<file path="config.mk">
export PLATFORM = sky130hd
export DESIGN_NAME = wb_arbiter
export DESIGN_NICKNAME = d
export VERILOG_FILES = /design/src/rtl/wb_arbiter.sv
export SDC_FILE = /design/constraint.sdc
export NUM_CORES = 1
export LEC_CHECK = 0
export CELL_PAD_IN_SITES_DETAIL_PLACEMENT = 1
export CELL_PAD_IN_SITES_GLOBAL_PLACEMENT = 1
export CORE_ASPECT_RATIO = 2
export CORE_MARGIN = 5
export CORE_UTILIZATION = 25
export DETAILED_ROUTE_END_ITERATION = 7
export PLACE_DENSITY = 0.49
export SLEW_MARGIN = 30
export SYNTH_ARGS = -nofsm -noshare
export SYNTH_HDL_FRONTEND = slang
export SYNTH_SLANG_ARGS = --single-unit
</file>
<file path="constraint.sdc">
create_clock -name clk_i -period 2.9 [get_ports clk_i]
set_input_delay 0.58 -clock clk_i [delete_from_list [all_inputs] [get_ports clk_i]]
set_output_delay 0.58 -clock clk_i [all_outputs]
set_load 0.02 [all_outputs]
</file>
<file path="src/rtl/wb_arbiter.sv">
// wb_arbiter: merges S0 (write visible 1 cycle after accept) and FIFO-queued S1 (2 cycles) onto one registered RF write port.
// Backpressure: S0 stalls only on a starvation-forced S1 grant, S1 stalls when the FIFO is full; WB_COMMIT_CNT_EN adds commit_cnt_o.
module wb_arbiter #(
  parameter int FIFO_DEPTH   = 4,
  parameter int STARVE_LIMIT = 4
) (
  input  logic        clk_i,
  input  logic        rst_i,
  input  logic        s0_valid_i,
  output logic        s0_ready_o,
  input  logic [4:0]  s0_rd_addr_i,
  input  logic [31:0] s0_rd_data_i,
  input  logic        s1_valid_i,
  output logic        s1_ready_o,
  input  logic [4:0]  s1_rd_addr_i,
  input  logic [31:0] s1_rd_data_i,
  output logic        write_en_o,
  output logic [4:0]  rd_addr_o,
  output logic [31:0] rd_data_o,
  output logic        idle_o,
  output logic [31:0] commit_cnt_o
);

  localparam int AW = (FIFO_DEPTH > 1) ? $clog2(FIFO_DEPTH) : 1;
  localparam int CW = $clog2(FIFO_DEPTH + 1);
  localparam int SW = $clog2(STARVE_LIMIT + 1);

  logic [4:0]    q_addr [FIFO_DEPTH];
  logic [31:0]   q_data [FIFO_DEPTH];
  logic [AW-1:0] wr_ptr;
  logic [AW-1:0] rd_ptr;
  logic [CW-1:0] count;
  logic [SW-1:0] starve_cnt;

  logic        empty;
  logic        full;
  logic        force_head;
  logic        grant_s0;
  logic        grant_s1;
  logic        grant_any;
  logic        push;
  logic [4:0]  grant_addr;
  logic [31:0] grant_data;

  assign empty      = (count == '0);
  assign full       = (count == CW'(FIFO_DEPTH));
  assign force_head = (starve_cnt == SW'(STARVE_LIMIT)) && !empty;
  assign grant_s0   = s0_valid_i && !force_head;
  assign grant_s1   = !grant_s0 && !empty;
  assign grant_any  = grant_s0 || grant_s1;
  // Full blocks enqueue even when a pop happens in the same cycle.
  assign push       = s1_valid_i && !full;

  assign s0_ready_o = !force_head;
  assign s1_ready_o = !full;
  assign idle_o     = empty && !write_en_o;

  always_comb begin
    grant_addr = q_addr[rd_ptr];
    grant_data = q_data[rd_ptr];
    if (grant_s0) begin
      grant_addr = s0_rd_addr_i;
      grant_data = s0_rd_data_i;
    end
  end

  always_ff @(posedge clk_i) begin
    if (push) begin
      q_addr[wr_ptr] <= s1_rd_addr_i;
      q_data[wr_ptr] <= s1_rd_data_i;
    end
  end

  always_ff @(posedge clk_i) begin
    if (rst_i) begin
      wr_ptr <= '0;
      rd_ptr <= '0;
      count  <= '0;
    end else begin
      if (push) wr_ptr <= wr_ptr + AW'(1);
      if (grant_s1) rd_ptr <= rd_ptr + AW'(1);
      case ({push, grant_s1})
        2'b10:   count <= count + CW'(1);
        2'b01:   count <= count - CW'(1);
        default: count <= count;
      endcase
    end
  end

  always_ff @(posedge clk_i) begin
    if (rst_i) begin
      starve_cnt <= '0;
    end else if (empty || grant_s1) begin
      starve_cnt <= '0;
    end else if (starve_cnt != SW'(STARVE_LIMIT)) begin
      starve_cnt <= starve_cnt + SW'(1);
    end
  end

  // x0 results are consumed like any other but never raise write_en_o.
  always_ff @(posedge clk_i) begin
    if (rst_i) begin
      write_en_o <= 1'b0;
      rd_addr_o  <= '0;
      rd_data_o  <= '0;
    end else if (grant_any) begin
      write_en_o <= (grant_addr != 5'd0);
      rd_addr_o  <= grant_addr;
      rd_data_o  <= grant_data;
    end else begin
      write_en_o <= 1'b0;
    end
  end

`ifdef WB_COMMIT_CNT_EN
  logic [31:0] commit_cnt;

  always_ff @(posedge clk_i) begin
    if (rst_i) begin
      commit_cnt <= '0;
    end else if (grant_any && (grant_addr != 5'd0)) begin
      commit_cnt <= commit_cnt + 32'd1;
    end
  end

  assign commit_cnt_o = commit_cnt;
`else
  assign commit_cnt_o = 32'h0;
`endif

endmodule

</file>
==> impl_metrics.ini <==
[die]
fp-row-count = 91
fp.dieW_microns = 135
core_area_sq_um = 31000
die_area_sq_um = 35200
die_h_microns = 260
ios = 151
start_util_pct = 25.3

[clock_tree]
clock_sinks = 198
cts_hold_buf = 0
htree_levels = 4
post_cts_buffers = 0
clock_path_buffers = 2
numCtsBuffers = 17
path_clk_slew_ps = 70
ctsResizeCount = 0
cts_tree = done
cts-root-buf = clkbuf_16
clock_latency_ps = 440

[placed_design]
port_buffers = 118
dp_cells = 994
dp_hpwl_microns = 13600
gp_congestion = 0.683

[global_routing]
top_usage_layer = met2
grt_usage_pct = 11.7
antenna_found_initial = 2
grt_use_met3_pct = 3.05
overflow = 0
use_met1_pct = 10.8
grt_pass1_vias = 4890
met2_usage_pct = 23.2
grt_max_degree = 38
grt_pass1_wl_microns = 29600

[power]
ir_drop_v = 0.000416
switching_power_mw = 2.45
p_sw_share_pct = 29.3
p_seq_share_pct = 44.5
cellLeakagePower_nw = 3.38
combPwrFrac_pct = 26.4
powerDensity_nw_per_um2 = 831
p_clk_share_pct = 29.1
internal-power_mw = 5.90

[setup_path]
max_stage_delay_ps = 620
path_class = reg -> out
slowest_stage = clkdlybuf4s50_1
r2r_slack_ps = 390
crit_start = starve_cnt[0]
worstPathMaxFanout = 4
cp_num_buf_inv = 3
reg2reg_depth = 9
worstPathRequired_ps = 2320
worstPathCellList = inv_1 > ha_1 > o311a_4 > inv_4 > clkdlybuf4s50_1
cp-start-kind = flip-flop
regToRegStartpoint = count[2]
cp_top_family = buffers and inverters
worst-path-stages = 5
cp.arrival_ps = 1970
endpoint = s0_ready_o
end_kind = output port
r2r_end = count[2]

[timing]
finalSetupViolations = 0
min_period_over_period_pct = 87.9
fin_skew_ps = 8.76
setup_tns_ps = 0
hold_viol_final = 0
rsz0062_at_grt = false
slew_violations = 0
timing.fmax_ghz = 0.392
fin_crit_ps = 2550

[routing]
wl_microns = 19900
drtPass1Iterations = 4
routed-via-count = 4259
drc_errors = 0
detail_route.wl_per_cell_microns = 19.3
via_per_inst = 4.14
postRouteAntennaNets = 0
drtIter0Drc = 240

[synth]
seq_area_frac_synth_pct = 69.5
synthCells = 466
synth-seq-cells = 198
synth_area_leaders = edfxtp_1, dfxtp_1, mux4_2, mux2i_1, buf_4
yosysTopAreaCell = edfxtp_1
syn_area_per_cell_sq_um = 16.8
synth_top_area_share_pct = 56.7
yosys_warnings = 0
synth.distinct_cells = 37
syn_area_sq_um = 7840

[finish]
stdcell_count = 1028
drive_gt1_share_pct = 15.5
area_delta_synth_final_pct = 28.2
nNetsFinal = 681
final_core_util_pct = 32.4

[run]
max_cap_violations = 0

[worst_hold_path]
holdCritPathClass = reg -> reg

[run_status]
outcome = completed
-- per-layer routing --
metal	vias up	part of all wire, %
met5	-	0
met4	0	2.3
met1	2175	33
li1	1957	-
met2	103	60
met3	24	4.0
-- Yosys cell counts --
cell type  instances
nand3b_1           1
or3_4              1
a21o_1             1
xnor2_1            3
ha_1               7
o21ai_1           10
mux4_2            37
or3b_1             1
xor2_1             2
and2_1             3
dfxtp_1           50
nand3_1            3
inv_1             10
inv_4              1
or3_1              1
nor4_2             1
edfxtp_1         148
nor3_2             1
a21oi_1            4
nor2_1            11
o211a_1            1
nor3_4             1
o311a_4            1
buf_6              6
a41oi_1            1
buf_4             36
nand2_8            1
mux2i_1           35
and4_1             1
clkbuf_1           4
o21ai_0           31
nand2_1           40
fa_1               1
conb_1             1
and3_1             4
clkbuf_2           1
buf_2              5
-- worst min-delay path by stage --
stage / start / end / slack (ps) / cells past startpoint
after CTS: rd_data_o[31] / rd_data_o[31] / 450 / 2
after global placement: starve_cnt[0] / starve_cnt[0] / 430 / 1
final: starve_cnt[0] / starve_cnt[0] / 450 / 1
after floorplan: starve_cnt[0] / starve_cnt[0] / 420 / 1
after global routing: rd_data_o[31] / rd_data_o[31] / 460 / 2
after detailed placement: starve_cnt[0] / starve_cnt[0] / 440 / 1
-- per-stage QoR --
step | cell area [sq um] | power, mW | hold slack [ps] | worst slack [ps]
after global placement | 9430 | 6.00 | 427 | 241
after detailed placement | 9430 | 6.08 | 441 | 220
after CTS | 10000 | 8.55 | 452 | 288
after floorplan | 7950 | 5.12 | 417 | 490
after global routing | 10000 | 8.81 | 463 | 211
final | 10000 | 8.34 | 450 | 350
-- cells by family (layout without fill, tap and decap cells) --
family,Yosys count,in the layout,synth area share [%]
adder cells (fa/ha/maj),8,8,1.37
multiplexers,72,72,15.1
other,1,34,0.0479
buffers and inverters,63,174,5.45
XOR/XNOR,5,5,0.559
AND/OR/NAND/NOR,70,70,4.49
AO/OA/AOI/OAI,49,49,3.48
flip-flops,198,198,69.5
-- layout make-up --
cell class / count / area, sq um
sequential: 198 / 5450
tap: 418 / 523
timing repair buffer: 131 / 1330
fill: 3239 / 20900
clock inverter: 15 / 180
antenna: 2 / 5.00
inverter: 11 / 43.8
multi-input combinational: 236 / 2090
clock buffer: 17 / 425
-- worst reg2reg max path: cells and delay by family (launching register included) --
kind / cells / cell delay (ps)
xor+xnor: 1 / 160
compound gates: 1 / 140
buf+inv: 2 / 160
fa+ha+maj: 2 / 560
simple gates: 3 / 990
flops: 1 / 430
-- registers in the layout (all words and copies together) (netlist names), 2 cells and up, named ones only --
signal,cells
count,3
q_addr,20
q_data,128
rd_addr_o,5
rd_data_o,32
rd_ptr,2
starve_cnt,3
wr_ptr,2
-- cell usage in the layout, fill, tap and decap left out, types with 7 or more instances in the layout --
cell,instances
buf_4,9
conb_1,32
o21ai_1,10
clkdlybuf4s50_1,118
nand2_1,40
ha_1,7
clkbuf_16,17
inv_1,10
dfxtp_1,48
mux2i_1,35
edfxtp_1,148
nor2_1,11
mux4_2,37
o21ai_0,31
-- power groups by stage --
stage                     clock network, mW  logic (mW)  registers [mW]
final                                  2.43        2.20            3.71
after global placement                    0        2.25            3.76
after global routing                   2.65        2.40            3.77
after detailed placement                  0        2.29            3.79
after floorplan                           0        1.24            3.89
after CTS                              2.53        2.30            3.73
(Power assumes the default switching activity.)
